## src/rtl/seq_1011_tx.sv

```systemverilog
// Serial frame transmitter: sync word 1011, payload MSB first, even parity, then GAP idle zeros.
// Every output is a register loaded from the next-state logic, so y and its flags change only on clk.
module seq_1011_tx #(
    parameter int DATA_W = 8,
    parameter int GAP    = 2
) (
    input  logic              clk,
    input  logic              res_n,
    input  logic              valid,
    input  logic [DATA_W-1:0] din,
    output logic              ready,
    output logic              y,
    output logic              tx_active,
    output logic              sof
);

    localparam int CW_A = (DATA_W > GAP) ? DATA_W : GAP;
    localparam int CW   = (CW_A > 4) ? CW_A : 4;

    typedef enum logic [2:0] {
        S_IDLE,
        S_SYNC,
        S_DATA,
        S_PAR,
        S_GAP
    } state_t;

    state_t            state, state_n;
    logic [CW-1:0]     cnt, cnt_n;
    logic [DATA_W-1:0] shreg, shreg_n;
    logic              par, par_n;
    logic              y_n, sof_n, tx_active_n, ready_n;
    logic              accept;

    assign accept = valid & ready;

    // state names the bit currently on y; cnt counts the bits left in that state after this one
    always_comb begin
        state_n     = state;
        cnt_n       = cnt;
        shreg_n     = shreg;
        par_n       = par;
        y_n         = 1'b0;
        sof_n       = 1'b0;
        tx_active_n = 1'b0;
        ready_n     = 1'b0;

        case (state)
            S_IDLE: begin
                ready_n = 1'b1;
            end
            S_SYNC: begin
                tx_active_n = 1'b1;
                if (cnt != '0) begin
                    cnt_n = cnt - CW'(1);
                    y_n   = (cnt != CW'(3));
                end else begin
                    state_n = S_DATA;
                    cnt_n   = CW'(DATA_W - 1);
                    y_n     = shreg[DATA_W-1];
                    shreg_n = shreg << 1;
                    par_n   = par ^ shreg[DATA_W-1];
                end
            end
            S_DATA: begin
                tx_active_n = 1'b1;
                if (cnt != '0) begin
                    cnt_n   = cnt - CW'(1);
                    y_n     = shreg[DATA_W-1];
                    shreg_n = shreg << 1;
                    par_n   = par ^ shreg[DATA_W-1];
                end else begin
                    state_n = S_PAR;
                    y_n     = par;
                end
            end
            S_PAR: begin
                state_n = S_GAP;
                cnt_n   = CW'(GAP - 1);
                ready_n = (GAP == 1);
            end
            S_GAP: begin
                if (cnt != '0) begin
                    cnt_n   = cnt - CW'(1);
                    ready_n = (cnt == CW'(1));
                end else begin
                    state_n = S_IDLE;
                    ready_n = 1'b1;
                end
            end
            default: begin
                state_n = S_IDLE;
                ready_n = 1'b1;
            end
        endcase

        // ready is only high in IDLE or the final GAP cycle, so accept overrides both
        if (accept) begin
            state_n     = S_SYNC;
            cnt_n       = CW'(3);
            shreg_n     = din;
            par_n       = 1'b0;
            y_n         = 1'b1;
            sof_n       = 1'b1;
            tx_active_n = 1'b1;
            ready_n     = 1'b0;
        end
    end

    always_ff @(posedge clk) begin
        if (!res_n) begin
            state     <= S_IDLE;
            cnt       <= '0;
            shreg     <= '0;
            par       <= 1'b0;
            y         <= 1'b0;
            sof       <= 1'b0;
            tx_active <= 1'b0;
            ready     <= 1'b1;
        end else begin
            state     <= state_n;
            cnt       <= cnt_n;
            shreg     <= shreg_n;
            par       <= par_n;
            y         <= y_n;
            sof       <= sof_n;
            tx_active <= tx_active_n;
            ready     <= ready_n;
        end
    end

endmodule

```

## config.mk

```make
export PLATFORM = sky130hd
export DESIGN_NAME = seq_1011_tx
export DESIGN_NICKNAME = d
export VERILOG_FILES = /design/src/rtl/seq_1011_tx.sv
export SDC_FILE = /design/constraint.sdc
export NUM_CORES = 1
export LEC_CHECK = 0
export CAP_MARGIN = 20
export CORE_ASPECT_RATIO = 0.75
export CORE_MARGIN = 2
export CORE_UTILIZATION = 50
export CTS_BUF_LIST = sky130_fd_sc_hd__clkbuf_4 sky130_fd_sc_hd__clkbuf_8 sky130_fd_sc_hd__clkbuf_16
export CTS_CLUSTER_DIAMETER = 120
export DETAILED_ROUTE_END_ITERATION = 8
export PLACE_DENSITY = 0.77
export SLEW_MARGIN = 30
export SYNTH_ARGS = -nofsm -noshare
export SYNTH_HDL_FRONTEND = slang
export SYNTH_SLANG_ARGS = --single-unit
```

## constraint.sdc

```tcl
create_clock -name clk -period 2.3 [get_ports clk]
set_clock_uncertainty 0.1 [all_clocks]
set_input_delay 0.345 -clock clk [delete_from_list [all_inputs] [get_ports clk]]
set_output_delay 0.345 -clock clk [all_outputs]
set_load 0.01 [all_outputs]
```

Word level (Yosys, flattened, before mapping):

Index checks and enable logic that the tools add are counted.

* latch bits: 0
* RAM bits: 0
* memories kept: 0
* bits of input ports: 11
* ROM bits: 0
* logic and storage cells: 74
* bits in registers: 24
* output and inout port bits: 4

* reduce and logical (&&, ||, !) cells: 16
* shift-type cells: 0
* mux-type cells: 26
* $lt $le $gt $ge: 0
* bitwise gates (word level): 4
* add/sub/neg operators: 1
* eq/ne operators: 17
* multiply operators: 0
* div/mod/pow operators: 0

Operator list (number)
* $mux W8: 5
* $pmux W8 S3: 1
* $pmux W8 S2: 1
* $pmux W3 S5: 1
* $ne A3 B3 Y1 const B: 4
* $mux W1: 11
* $ne A2 B2 Y1 const B: 5
* $mux W3: 3
* $eq A8 B1 Y1 const B: 1
* $ne A8 B2 Y1 const B: 1
* $reduce_and A4 Y1: 2
* $reduce_bool A8 Y1: 1
* $sub A8 B1 Y8 const B: 1
* $eq A3 B2 Y1 const B: 2
* $pmux W1 S2: 3
* $reduce_and A3 Y1: 2
* $reduce_bool A3 Y1: 2
* $reduce_or A2 Y1: 3
* $reduce_and A2 Y1: 2
* $reduce_bool A4 Y1: 1
* $eq A3 B1 Y1 const B: 1
* $eq A3 B3 Y1 const B: 1
* $logic_not A3 Y1: 1
* $ne A3 B1 Y1 const B: 1
* other kinds (7): 8

Logic depth before layout (Yosys ltp):

Gate-level depths: netlist of run 1.

* depth in word-level cells: 4
* depth in mapped cells: 8
* depth with buffers taken out: 6

Worst setup path after synthesis of run 1:

OpenSTA, ideal clock, no wires.

* kind: reg-to-reg
* from: reg cnt[0]
* to: reg shreg[6]
* library setup time: 74 ps
* path slack: -47 ps
* period minus slack after synthesis: 2347 ps
* buffers on the path: 2
* data arrival time: 2173 ps
* cell stages (with the launch flop): 9
* data required time: 2126 ps
* path through: dfxtp_1 > inv_1 > ha_1 > or3b_2 > or4_4 > buf_6 > buf_6 > a21bo_1 > a31oi_1

* word-level cells in the longest chain between the ends: 3
* elaborated cells on any way between the ends: 4
* classes of those cells: eq/ne: 2; reduce/logical: 2

Ends and longest elaborated chain
* start: declaration: RTL line 29 `logic [CW-1:0] cnt, cnt_n;`
* start signal: assignment: RTL line 122 `cnt <= cnt_n;`
* $reduce_bool A8 Y1 (*): RTL line 54, 67
* $ne A3 B3 Y1 (no line)
* $reduce_and A3 Y1 (no line) (*)
* end signal: assignment: RTL line 123 `shreg <= shreg_n;`
* end: declaration: RTL line 30 `logic [DATA_W-1:0] shreg, shreg_n;`

Every way passes the cells marked *; elsewhere a longest branch is shown, timed or not.
A chain may end at the register's enable or synchronous reset.

Worst setup path after layout of run 1:

* from: reg cnt[5]
* to: reg cnt[2]

* word-level cells in the longest chain between the ends: 3
* elaborated cells on any way between the ends: 5
* classes of those cells: eq/ne: 1; mux: 2; reduce/logical: 2

Ends and longest elaborated chain (RTL line)
* $reduce_bool A8 Y1 (*): 54, 67, 83
* $mux W8 / $ne A2 B1 Y1 (equally long branches)
* $pmux W8 S3 / $reduce_and A2 Y1 (equally long branches)

Marked as above.

==> metrics.cfg, run 1 <==
[pwr]
peakVddDrop_mv=0.473
finalPower_w=0.00135
p_per_area_nw_per_um2=744
leakagePower_nw=0.665

[critical_path]
reg2reg_from=cnt[5]
cp-end-kind=flip-flop
start_kind=flip-flop
crit_fanout=10
crit_arrival_ns=2.27
crit_required_ns=2.37
path_cells=or4_1 -> buf_4 -> nor3_1 -> nor2_1 -> nor4b_1
crit_family=simple AND/OR/NAND/NOR gates
path_buf_inv=1
crit_path_max_incr_delay_ns=0.62
critPathLaunch=cnt[5]
path_class=flip-flop to flip-flop
cpMaxStageDelayCell=or4_1

[drt]
drt_iter0_drc=111
avgViaCountPerCell=6.38
routedWlPerCell_um=16.2
dr_total_vias=1524
drt_first_pass_iters=5
remaining_drc_errors=0
drt_wl_total_mm=3.87
drtAntennaViolNets=0

[place]
port_buffers=14
gp_congestion=0.918
hpwl_mm=2.61
dpl-instance-area_um2=1720

[sta]
fin_setup_tns_ns=0
tightest_slew_ns=0.746
relSlewSlack_pct=50.1
post-route-period-util_pct=95.6
setup_violations=0
slew_violations=0
period_minus_slack_ns=2.20
hold_violations=0
fmax_ghz=0.455
rsz0062_at_grt=false

[finish]
fin_nets=219
nFillCells=223
postLayoutCellArea_um2=1820
drive_above_1_share_pct=18.2
syn_to_final_growth_pct=24.2
diodes=0

[grt]
grt_pass1_vias=1464
antenna_found_initial=0
track_usage_pct=25.5
grt_max_degree=17
grt.overflow.total=0
grt_pass1_wl_mm=6.64

[clock_tree]
cts_hold_buffers=0
cts_tree=yes
cts_root_buf=clkbuf_8
cts_made_buffers=3
clock-sinks=24
htree_num_levels=1
cts_max_path_buffers=2
cts.clk_slew.worst_paths_ns=0.09
clock_latency_ns=0.27

[synth]
yosysMostFrequentCell=dfxtp_1
synthesis.area_um2=1470
async_reset_ff_share_pct=0
syn_avg_cell_area_um2=8.19
yosys.area.top_type=dfxtp_1
seq_area_frac_synth_pct=32.8
ys_types=47
synth_top_cell_area_share_pct=32.8
synth_flop_cell=dfxtp_1
synth_edf_count=0
synthCells=179
yosys_register_bits=24
yosys-top-cells-area=dfxtp_1 (33%), o211ai_1 (5.6%), o21ai_0 (4.4%), a21oi_1 (4.1%), mux2i_1 (4.1%)
synthesis.nets=194
yosys-top-cells-count=dfxtp_1 (24), o21ai_0 (13), a21oi_1 (12)
yosysWarnings=0

[floorplan]
die_h_um=50.9
core_um2=2700
ios=15
fp.dieArea_um2=3380
chipWidth_um=66.5
start_util_pct=54.2
rows=16

[status]
status=completed

[job]
cap_violations=0

[min_path]
hp-class=flip-flop to flip-flop
min_from=shreg[5]

## sequential cells by signal (all words and copies together) (netlist names)
signal,count
y,1
shreg,8
tx_active,1
ready,1
cnt,8
sof,1
state,3
par,1
## tightest hold or removal path: cells and delay by family (launching register included)
kind | cells | cell delay (ns)
flip-flops | 1 | 0.32
AO/OA/AOI/OAI | 1 | 0.07
AND/OR/NAND/NOR | 1 | 0.06
## layout by cell type (no fill, tap or decap), drive strengths merged, types with 6 or more instances in the layout
master,instances
a31oi,8
a21oi,12
a21bo,7
o21ai,14
clkdlybuf4s50,14
inv,9
buf,17
o211ai,11
mux2i,6
dfxtp,24
nand3,10
nor2,10
nand2,9
## power breakdown
group	switching [W]	internal, W	leakage, nW
registers	0.0000365	0.000456	0.197
logic	0.000276	0.000221	0.432
clock network	0.000131	0.000233	0.0357
total	0.000443	0.000911	0.665
## timing repair
item,4_1_cts,5_1_grt
setup endpoints to repair,1,10
setup buffers,0,0
cloned,0,1
pin swaps,0,1
gates resized for setup,1,6
## through the flow
stage | std cells | utilization (%) | worst slack [ns] | hold slack, ns
floorplan | 179 | - | 0.0590 | 0.341
CTS | 238 | 66.4 | 0.0347 | 0.391
finish | 239 | 67.3 | 0.100 | 0.388
detailed placement | 234 | 63.7 | 0.0209 | 0.378
global placement | 234 | 63.7 | 0.121 | 0.353
global route | 239 | 67.3 | 0.0201 | 0.410
## layout make-up
type                            instances  area [um^2]  area share, %
Sequential cell                        24          480           26.4
Tap cell                               36         45.0           2.48
Inverter                                9         33.8           1.86
Clock inverter                          1         30.0           1.65
Clock buffer                            3         41.3           2.27
Multi-Input combinational cell        135          921           50.6
Timing Repair Buffer                   31          268           14.7
## layer usage
layer	global-route usage, %	share of wire (%)
met1	35.4	45
met2	39.3	45
met3	6.39	8.0
met4	7.14	1.7
met5	0	0
## logic make-up after synthesis
group / synth area share [%]
fa+ha+maj: 3.42
compound gates: 31.2
mux: 4.10
flops: 32.8
simple gates: 20.8
xor+xnor: 1.20
buf+inv: 6.58
## final timing paths
kind,cells past startpoint,end,slack (ns)
max,5,cnt[2],0.10
min,2,shreg[5],0.39
max reg2reg,5,cnt[2],0.10
min reg2reg,2,shreg[5],0.39
No activity file was read; power rests on OpenSTA's default activity.
==> run 2: changes to the inputs <==
Settings changed: CORE_UTILIZATION 50 to 53, CTS_BUF_LIST sky130_fd_sc_hd__clkbuf_4 sky130_fd_sc_hd__clkbuf_8 sky130_fd_sc_hd__clkbuf_16 to sky130_fd_sc_hd__clkbuf_4, PLACE_DENSITY 0.77 to 0.81, RECOVER_POWER set to 25.
==> run 2 against run 1 <==
Compared with the run above:
- maximum frequency decreased by 1.1%
- routed wire length decreased by 4.2%
- first-iteration DRC count shrank 11%
- combinational power shrank 4.4%
- worst setup slack worse by 0.025 ns
- critical path type unchanged
- global-route usage down 0.31 points
- count of clock-buffer cells in the layout unchanged
- sequential power about the same
- die area down 5.3%
==> metrics.cfg, run 2 (synthesis gave the netlist of run 1 again) <==
[clock_tree]
cts_root_buf=clkbuf_4
cts_max_path_buffers=2  ; unchanged
cts_made_buffers=3  ; unchanged
htree_num_levels=1  ; unchanged
cts_hold_buffers=0  ; unchanged
clock-sinks=24  ; unchanged
cts.clk_slew.worst_paths_ns=0.14  ; +0.05 ns
clock_latency_ns=0.33  ; +0.06 ns
cts_tree=yes

[sta]
tightest_slew_ns=0.757  ; +0.0117 ns
slew_violations=0  ; unchanged
hold_violations=0  ; unchanged
setup_slack_ns=0.0751  ; -0.0251 ns
setup_violations=0  ; unchanged
fmax_ghz=0.449  ; -1.1%
rsz0062_at_grt=false
whs_ns=0.386  ; -0.00138 ns
relSlewSlack_pct=49.5  ; -0.59 points
period_minus_slack_ns=2.22  ; +0.0251 ns
post-route-period-util_pct=96.7  ; +1.1 points

[pwr]
p_per_area_nw_per_um2=667  ; -10%
finalPower_w=0.00116  ; -14%
leakagePower_nw=0.643  ; -3.3%
peakVddDrop_mv=0.447  ; -5.5%

[drt]
routedWlPerCell_um=15.8  ; -2.6%
drt_first_pass_iters=5  ; unchanged
drtAntennaViolNets=0  ; unchanged
remaining_drc_errors=0  ; unchanged
dr_total_vias=1470  ; -3.5%
drt_iter0_drc=99  ; -11%
drt_wl_total_mm=3.70  ; -4.2%
avgViaCountPerCell=6.26  ; -1.9%

[floorplan]
core_um2=2620  ; -3.0%
die_h_um=49.5  ; -2.6%
start_util_pct=55.9  ; +1.7 points
fp.dieArea_um2=3210  ; -5.3%
ios=15  ; unchanged
chipWidth_um=64.7  ; -2.7%
rows=16  ; unchanged

[critical_path]
crit_fanout=16  ; +6
crit_required_ns=2.46  ; +0.09 ns
cp-end-kind=flip-flop
path_class=flip-flop to flip-flop
reg2regPathDepth=6  ; +1
crit_arrival_ns=2.38  ; +0.11 ns
start_kind=flip-flop

[place]
hpwl_mm=2.74  ; +5.1%
pre_cts_ws_ns=-0.00544  ; -0.0263 ns
gp_congestion=1.00  ; +8.9%
port_buffers=14  ; unchanged

[grt]
track_usage_pct=25.2  ; -0.31 points
grt.overflow.total=0  ; unchanged
antenna_found_initial=0  ; unchanged
grt_pass1_vias=1319  ; -9.9%
grt_pass1_wl_mm=6.35  ; -4.3%
grt_max_degree=18  ; +1

[finish]
fin_nets=215  ; -1.8%
syn_to_final_growth_pct=19.0
drive_above_1_share_pct=15.6  ; -2.6 points
layout_common_cells=dfxtp_1 (24), buf_4 (14), o21ai_0 (13), a21oi_1 (12), o211ai_1 (11)
largestRegisters=cnt: 8 flops, shreg: 8 flops, state: 3 flops
diodes=0  ; unchanged
final_common_cell=dfxtp_1

[min_path]
hold_depth=2  ; unchanged
hp-class=flip-flop to flip-flop

[job]
cap_violations=0  ; unchanged

[status]
status=completed

-- run 2: cell count changes in the layout (fill, tap and decap cells not counted), sizes merged --
cell           change
buf                -3
bufinv             -1
clkdlybuf4s50      -4
clkinv             +1
dlygate4sd3        +4
or4                -1
-- run 2: per-layer routing --
layer	global-route usage (%)	vias up	routed length, um
met5	0	-	0
li1	-	709	-
met2	37.3	77	1680
met3	7.08	9	360
met1	36.7	675	1610
met4	4.61	0	55
-- run 2: power breakdown --
group | total, W | switching [W] | internal, W
Sequential | 0.000491 | 0.0000343 | 0.000457
Clock | 0.000197 | 0.000133 | 0.0000639
Combinational | 0.000475 | 0.000268 | 0.000207
Total | 0.00116 | 0.000435 | 0.000727
-- run 2: metrics by stage --
stage	instance area [um^2]	util [%]	TNS [ns]	cells
after floorplan	1470	-	0	179
after global placement	1700	64.7	0	231
after detailed placement	1700	64.7	-0.00544	231
after CTS	1730	65.9	0	235
after global routing	1740	66.5	0	235
final	1740	66.5	0	235
-- run 2: final timing paths --
kind              startpoint  endpoint  slack, ns
setup / recovery      cnt[1]  shreg[3]       0.08
hold / removal      shreg[7]  shreg[7]       0.39
setup reg to reg      cnt[1]  shreg[3]       0.08
hold reg to reg     shreg[7]  shreg[7]       0.39
-- run 2: critical path, stage by stage, from the launching register on --
cell     delay (ns)
dfxtp_1        0.35
inv_1          0.10
ha_2           0.23
or3b_4         0.42
or4_4          0.54
a21bo_2        0.23
a31oi_1        0.18
-- run 2: repair_timing --
action | 4_1_cts | 5_1_grt
pin swaps | 0 | 1
hold endpoints to repair | 0 | 0
setup buffers | 0 | 0
gates resized for setup | 1 | 3
setup endpoints to repair | 1 | 10
-- run 2: area by class of cell --
type                       count  area (um^2)
inverter                       9         33.8
tap                           36         45.0
sequential                    24          480
clock inverter                 1         3.75
multi-input combinational    134          912
clock buffer                   3         22.5
timing repair buffer          28          245
fill                         218          880
